==> src/rtl/command_arbiter_rr.sv <==
// -----------------------------------------------------------------------------
// command_arbiter_rr
//
// Round-robin arbiter that shares the single PSL command interface among the
// AFU command sources (0 = WED, 1 = read, 2 = write, 3 = restart). Each cycle
// at most one requester is granted, gated by a PSL command-credit counter.
// The granted command is registered toward the PSL one cycle after the grant,
// stamped with an 8-bit wrapping tag. A saturating issue counter and a sticky
// credit-error flag are kept for debug.
//
// Configuration macro:
//   CMD_ARB_WED_PRIORITY_EN  defined   -> requester 0 (WED) wins whenever it
//                                         requests; the rr pointer is left
//                                         untouched on such a grant.
//                            undefined -> pure round-robin over all requesters.
//
// Ports:
//   clock             in   system clock
//   rstn              in   asynchronous active-low reset
//   enabled_in        in   job running; no grants while low
//   req_valid         in   [NUM_REQ]        requester i holds a command
//   req_cmd           in   [NUM_REQ*CMD_W]  payload i at [i*CMD_W +: CMD_W]
//   req_grant         out  [NUM_REQ]        one-hot pop strobe (combinational)
//   command_valid     out  registered command strobe to PSL
//   command_payload   out  [CMD_W]          registered payload of the winner
//   command_tag       out  [8]              tag attached to the payload
//   command_src       out  [2]              index of the granted requester
//   response_valid    in   PSL response; returns one credit
//   credits_available out  [CREDIT_W]       current credit count
//   issued_count      out  [32]             commands issued, saturating
//   credit_error      out  sticky: credit returned while already full
// -----------------------------------------------------------------------------
module command_arbiter_rr #(
   parameter int NUM_REQ     = 4,
   parameter int CMD_W       = 96,
   parameter int MAX_CREDITS = 64,
   parameter int CREDIT_W    = 7
) (
   input  logic                     clock,
   input  logic                     rstn,
   input  logic                     enabled_in,
   input  logic [NUM_REQ-1:0]       req_valid,
   input  logic [NUM_REQ*CMD_W-1:0] req_cmd,
   output logic [NUM_REQ-1:0]       req_grant,
   output logic                     command_valid,
   output logic [CMD_W-1:0]         command_payload,
   output logic [7:0]               command_tag,
   output logic [1:0]               command_src,
   input  logic                     response_valid,
   output logic [CREDIT_W-1:0]      credits_available,
   output logic [31:0]              issued_count,
   output logic                     credit_error
);

   localparam int PTR_W = (NUM_REQ > 1) ? $clog2(NUM_REQ) : 1;
   localparam logic [CREDIT_W-1:0] CREDITS_FULL = CREDIT_W'(MAX_CREDITS);
   localparam logic [PTR_W-1:0]    PTR_RST      = PTR_W'(NUM_REQ - 1);

   // ---------------------------------------------------------------------------
   // State
   // ---------------------------------------------------------------------------
   logic [PTR_W-1:0]    ptr_q,             ptr_d;
   logic [CREDIT_W-1:0] credits_q,         credits_d;
   logic [7:0]          tag_cnt_q,         tag_cnt_d;
   logic [31:0]         issued_q,          issued_d;
   logic                credit_error_q,    credit_error_d;
   logic                command_valid_q,   command_valid_d;
   logic [CMD_W-1:0]    command_payload_q, command_payload_d;
   logic [7:0]          command_tag_q,     command_tag_d;
   logic [1:0]          command_src_q,     command_src_d;

   // ---------------------------------------------------------------------------
   // Arbitration
   // ---------------------------------------------------------------------------
   logic [PTR_W-1:0] rr_winner;
   logic             rr_found;
   logic [PTR_W-1:0] cand;
   logic [PTR_W-1:0] winner;
   logic             wed_prio;
   logic             grant_ok;
   logic [CMD_W-1:0] winner_cmd;

   // Search upward from the requester after the last winner, wrapping, so
   // the most recently served requester is considered last.
   always_comb begin
      // NOTE: every variable assigned in a combinational block gets a default
      // first; a path that skips an assignment would otherwise infer a latch.
      rr_winner = '0;
      rr_found  = 1'b0;
      cand      = '0;
      for (int k = 1; k <= NUM_REQ; k++) begin
         cand = PTR_W'((int'(ptr_q) + k) % NUM_REQ);
         if (!rr_found && req_valid[cand]) begin
            rr_found  = 1'b1;
            rr_winner = cand;
         end
      end
   end

   always_comb begin
      winner   = rr_winner;
      wed_prio = 1'b0;
`ifdef CMD_ARB_WED_PRIORITY_EN
      // WED jumps the queue; the others keep rotating among themselves
      // because the pointer is not moved by a WED grant.
      if (req_valid[0]) begin
         winner   = '0;
         wed_prio = 1'b1;
      end
`endif
   end

   // rstn is part of the gate so no pop strobe escapes while in reset.
   assign grant_ok  = rstn && enabled_in && (credits_q != '0) && rr_found;
   assign req_grant = grant_ok ? (NUM_REQ'(1) << winner) : '0;

   always_comb begin
      winner_cmd = '0;
      for (int i = 0; i < NUM_REQ; i++) begin
         if (PTR_W'(i) == winner) begin
            winner_cmd = req_cmd[i*CMD_W +: CMD_W];
         end
      end
   end

   // ---------------------------------------------------------------------------
   // Next-state logic
   // ---------------------------------------------------------------------------
   always_comb begin
      ptr_d             = ptr_q;
      tag_cnt_d         = tag_cnt_q;
      issued_d          = issued_q;
      command_valid_d   = grant_ok;
      command_payload_d = command_payload_q;
      command_tag_d     = command_tag_q;
      command_src_d     = command_src_q;

      if (grant_ok) begin
         if (!wed_prio) begin
            ptr_d = winner;
         end
         command_payload_d = winner_cmd;
         command_src_d     = 2'(winner);
         command_tag_d     = tag_cnt_q;
         tag_cnt_d         = tag_cnt_q + 8'd1;
         if (issued_q != 32'hFFFF_FFFF) begin
            issued_d = issued_q + 32'd1;
         end
      end
   end

   // A grant and a response in the same cycle cancel. A response with no
   // outstanding credit to return is a PSL protocol error: hold the count.
   always_comb begin
      credits_d      = credits_q;
      credit_error_d = credit_error_q;
      if (grant_ok && !response_valid) begin
         credits_d = credits_q - CREDIT_W'(1);
      end else if (!grant_ok && response_valid) begin
         if (credits_q == CREDITS_FULL) begin
            credit_error_d = 1'b1;
         end else begin
            credits_d = credits_q + CREDIT_W'(1);
         end
      end
   end

   // ---------------------------------------------------------------------------
   // Registers
   // ---------------------------------------------------------------------------
   always_ff @(posedge clock or negedge rstn) begin
      if (!rstn) begin
         ptr_q             <= PTR_RST;
         credits_q         <= CREDITS_FULL;
         tag_cnt_q         <= '0;
         issued_q          <= '0;
         credit_error_q    <= 1'b0;
         command_valid_q   <= 1'b0;
         command_payload_q <= '0;
         command_tag_q     <= '0;
         command_src_q     <= '0;
      end else begin
         // NOTE: sequential state uses non-blocking assignments so every flop
         // samples its _d value from before this edge, independent of order.
         ptr_q             <= ptr_d;
         credits_q         <= credits_d;
         tag_cnt_q         <= tag_cnt_d;
         issued_q          <= issued_d;
         credit_error_q    <= credit_error_d;
         command_valid_q   <= command_valid_d;
         command_payload_q <= command_payload_d;
         command_tag_q     <= command_tag_d;
         command_src_q     <= command_src_d;
      end
   end

   assign command_valid     = command_valid_q;
   assign command_payload   = command_payload_q;
   assign command_tag       = command_tag_q;
   assign command_src       = command_src_q;
   assign credits_available = credits_q;
   assign issued_count      = issued_q;
   assign credit_error      = credit_error_q;

endmodule

==> config.mk <==
export PLATFORM = sky130hd
export DESIGN_NAME = command_arbiter_rr
export DESIGN_NICKNAME = d
export VERILOG_FILES = /design/src/rtl/command_arbiter_rr.sv
export SDC_FILE = /design/constraint.sdc
export NUM_CORES = 1
export LEC_CHECK = 0
export ABC_AREA = 0
export CAP_MARGIN = 0
export CORE_AREA = 5 5 209 211
export CTS_CLUSTER_DIAMETER = 150
export DETAILED_ROUTE_END_ITERATION = 8
export DIE_AREA = 0 0 214 216
export HOLD_SLACK_MARGIN = 0.1
export PLACE_DENSITY = 0.64
export SLEW_MARGIN = 10
export SYNTH_ARGS = -nofsm -noshare
export SYNTH_HDL_FRONTEND = slang
export SYNTH_SLANG_ARGS = --single-unit
==> constraint.sdc <==
create_clock -name clock -period 5.1 [get_ports clock]
set_clock_uncertainty 0.2 [all_clocks]
set_input_delay 1.53 -clock clock [delete_from_list [all_inputs] [get_ports clock]]
set_output_delay 1.53 -clock clock [all_outputs]
set_load 0.005 [all_outputs]
==> flow_metrics.py <==
metrics = {
    "outcome": {
        "status": "complete, no violations",
    },
    "timing": {
        "grt_setup_unrepaired": "true",
        "relSlewSlack_pct": 28.51,
        "finalSetupTns_ns": 0,
        "setup_viol": 0,
        "finalHoldViolCount": 0,
        "finalCriticalPeriod_ns": 5.017,
        "drv_slew": 0,
        "fin_crit_sh_pct": 98.37,
        "setup_slack_ns": 0.08315,
        "worst_pin_slew_ns": 1.072,
        "max_freq_ghz": 0.1993,
        "hold_slack_ns": 0.2759,
    },
    "worst_setup_path": {
        "critical_path.cell_chain": "clkdlybuf4s50_1 > nand2b_1 > a21boi_2 > o21a_1 > nor3_1 > clkdlybuf4s50_1",
        "slowest_delay_ns": 0.53,
        "rr_startpoint": "credits_available[3]",
        "reg2reg_depth": 12,
        "r2r_slack_ns": 0.92,
        "arrival_ns": 3.29,
        "startpoint_type": "input port",
        "crit_required_ns": 3.37,
        "cp-end-kind": "output pin",
        "crit_top_cell": "clkdlybuf4s50_1",
        "crit_buf_inv": 2,
        "path_class": "in2out",
        "critical_path.top_delay_family": "buffers and inverters",
        "crit_path_max_fanout": 3,
        "slowest_stage": "clkdlybuf4s50_1",
        "rr_endpoint": "credits_available[6]",
    },
    "floorplan": {
        "dieWidth_um": 214,
        "start_util_pct": 21.99,
        "io_pins": 543,
        "num_rows": 75,
        "die_y_um": 216,
        "die-area_um2": 46220,
        "coreArea_um2": 41570,
    },
    "layout": {
        "nFillCells": 4144,
        "area_growth_pct": 71.93,
        "stdcell_area_um2": 15720,
        "drive_gt1_share_pct": 7.647,
        "stdcell_count": 1920,
        "multi_input_area_um2": 4888,
        "final_nets": 1763,
        "fin_util_pct": 37.81,
        "seq_area_um2": 3933,
    },
    "clock_network": {
        "htree_levels": 4,
        "cts_buffers": 17,
        "clkSlewWorstSetupHoldPaths_ns": 0.06,
        "cts_num_sinks": 157,
        "postCtsHoldBufs": 0,
        "clock_path_buffers": 2,
        "clock_latency_ns": 0.43,
        "clock-root-buffer": "clkbuf_16",
        "cts_tree": "done",
    },
    "drt": {
        "vias": 9029,
        "wl_per_cell_um": 21.86,
        "drc": 0,
        "drtIter0Drc": 477,
        "drt_pass1_iterations": 6,
        "wirelength_mm": 41.96,
        "ant_nets": 0,
        "vias_per_cell": 4.703,
    },
    "yosys": {
        "syn_area_per_cell_um2": 10.84,
        "yosys_register_bits": 157,
        "netlist_instances": 843,
        "yosys-top-cells-area": "dfrtp_1 (42%), mux2i_1 (21%), o221ai_2 (6.6%)",
        "syn-cell-area_um2": 9141,
        "synth_largest_area_cell": "dfrtp_1",
        "synth_warnings": 0,
        "synth-seq-area-share_pct": 43.02,
        "synthDistinctLibCells": 53,
        "yosysTopAreaCellShare_pct": 42.16,
        "syn_nets": 1245,
        "async_flop_share_pct": 100.0,
        "synth_ff_type": "dfrtp_1",
        "synth_edf_count": 0,
        "yosysMostFrequentCell": "mux2i_1",
        "synth_common_cells": "mux2i_1 (193), dfrtp_1 (154), nand2_1 (153)",
    },
    "power_and_ir_drop": {
        "internal-power_mw": 4.349,
        "p_seq_share_pct": 31.5,
        "p_per_area_nw_per_um2": 422.0,
        "pwr-share-comb_pct": 48.4,
        "net-switching-power_mw": 2.284,
        "clockPowerShare_pct": 20.1,
        "swShare_pct": 34.43,
        "ir_worst_vdd_mv": 0.2392,
        "p_leak_nw": 6.771,
        "power_mw": 6.633,
    },
    "global_route": {
        "grt_use_total_pct": 17.35,
        "grt_pass1_vias": 9348,
        "grt_pass1_wl_mm": 61.86,
        "antenna_found_initial": 17,
        "grt-ovfl-total": 0,
        "grt_max_degree": 122,
    },
    "place": {
        "post-dp-hpwl_mm": 32.36,
        "gp_congestion": 0.8545,
        "port_buffers": 542,
        "dp_slack_ns": -0.09969,
        "placed_cell_area_um2": 15090,
        "dp_cells": 1880,
    },
    "job": {
        "maxCapViolCount": 0,
    },
    "hold_path": {
        "holdCritPathClass": "reg2reg",
        "hold_path_end": "tag_cnt_q[7]",
        "worstHoldStart": "tag_cnt_q[7]",
        "whs_path_depth": 1,
    },
}
layer usage:
| metal | share of wire (%) | vias up | track usage (%) |
|---|---|---|---|
| met5 | 0.13 | - | 0 |
| met4 | 2.4 | 10 | 6.270 |
| met3 | 6.7 | 47 | 5.717 |
| met2 | 51 | 302 | 29.55 |
| met1 | 40 | 4480 | 20.56 |
| li1 | - | 4190 | - |
how the worst max path moves through the flow:
stage,from,endpoint,slack (ns),cells after the start
6_report,req_valid[2],req_grant[1],0.08,6
5_1_grt,req_valid[1],req_grant[3],-0.01,8
4_1_cts,req_valid[2],req_grant[0],0.04,6
3_5_place_dp,req_valid[3],credits_available[6],-0.1,13
3_3_place_gp,req_valid[3],credits_available[6],0.08,13
2_1_floorplan,req_valid[1],credits_available[6],0.52,13
sequential cells by signal, summed over array words and instances (netlist names):
name,flops
command_payload,96
command_src,2
command_tag,8
command_valid,1
credit_error,1
credits_available,7
issued_count,32
ptr_q,2
tag_cnt_q,8
layout by cell type, fill, tap and decap left out, types with 3 or more instances in the layout:
cell type | synthesis | layout
o221ai_1 | 56 | 56
o21ai_0 | 9 | 8
clkdlybuf4s50_1 | 0 | 540
a211oi_1 | 3 | 3
nand4_1 | 15 | 15
nor3_1 | 22 | 22
diode_2 | 0 | 8
mux2_2 | 4 | 4
nand3_1 | 7 | 7
xor2_1 | 30 | 30
mux2i_1 | 193 | 193
nor4_1 | 5 | 5
clkbuf_16 | 0 | 17
nand2_1 | 153 | 153
o221ai_2 | 40 | 40
nor2_1 | 16 | 16
a21oi_1 | 8 | 6
ha_1 | 9 | 9
clkbuf_8 | 0 | 4
inv_1 | 6 | 6
nand2b_1 | 3 | 3
xnor2_1 | 10 | 10
dfstp_2 | 3 | 3
clkinv_2 | 0 | 3
dfrtp_1 | 154 | 154
nand2_4 | 1 | 3
buf_4 | 1 | 15
o21bai_1 | 3 | 3
layout make-up:
class | count | area share [%]
tap | 539 | 4.291
clock inverter | 9 | 0.6926
clock buffer | 22 | 3.081
timing repair buffer | 559 | 35.51
antenna | 8 | 0.1274
multi-input combinational | 619 | 31.10
inverter | 7 | 0.1672
sequential | 157 | 25.02
power by group through the flow:
stage | Sequential, mW | Combinational (mW) | Clock [mW]
final | 2.09 | 3.21 | 1.33
after global routing | 2.16 | 3.44 | 1.43
after CTS | 2.09 | 3.24 | 1.39
after detailed placement | 2.11 | 3.24 | 0
after global placement | 2.09 | 3.20 | 0
after floorplan | 2.10 | 1.45 | 0
what timing repair did:
action / CTS / global route
pin swaps: 0 / 1
gates cloned: 0 / 0
endpoints found under the setup margin: 4 / 4
buffers inserted: 0 / 1
gates resized for setup: 2 / 3
kinds of logic after synthesis:
kind of cell / Yosys count / synth area share [%]
simple gates: 239 / 11.69
mux: 197 / 21.63
flops: 157 / 43.02
compound gates: 133 / 14.56
buf+inv: 67 / 3.819
xor+xnor: 40 / 3.832
fa+ha+maj: 10 / 1.451
(Power assumes the default switching activity.)
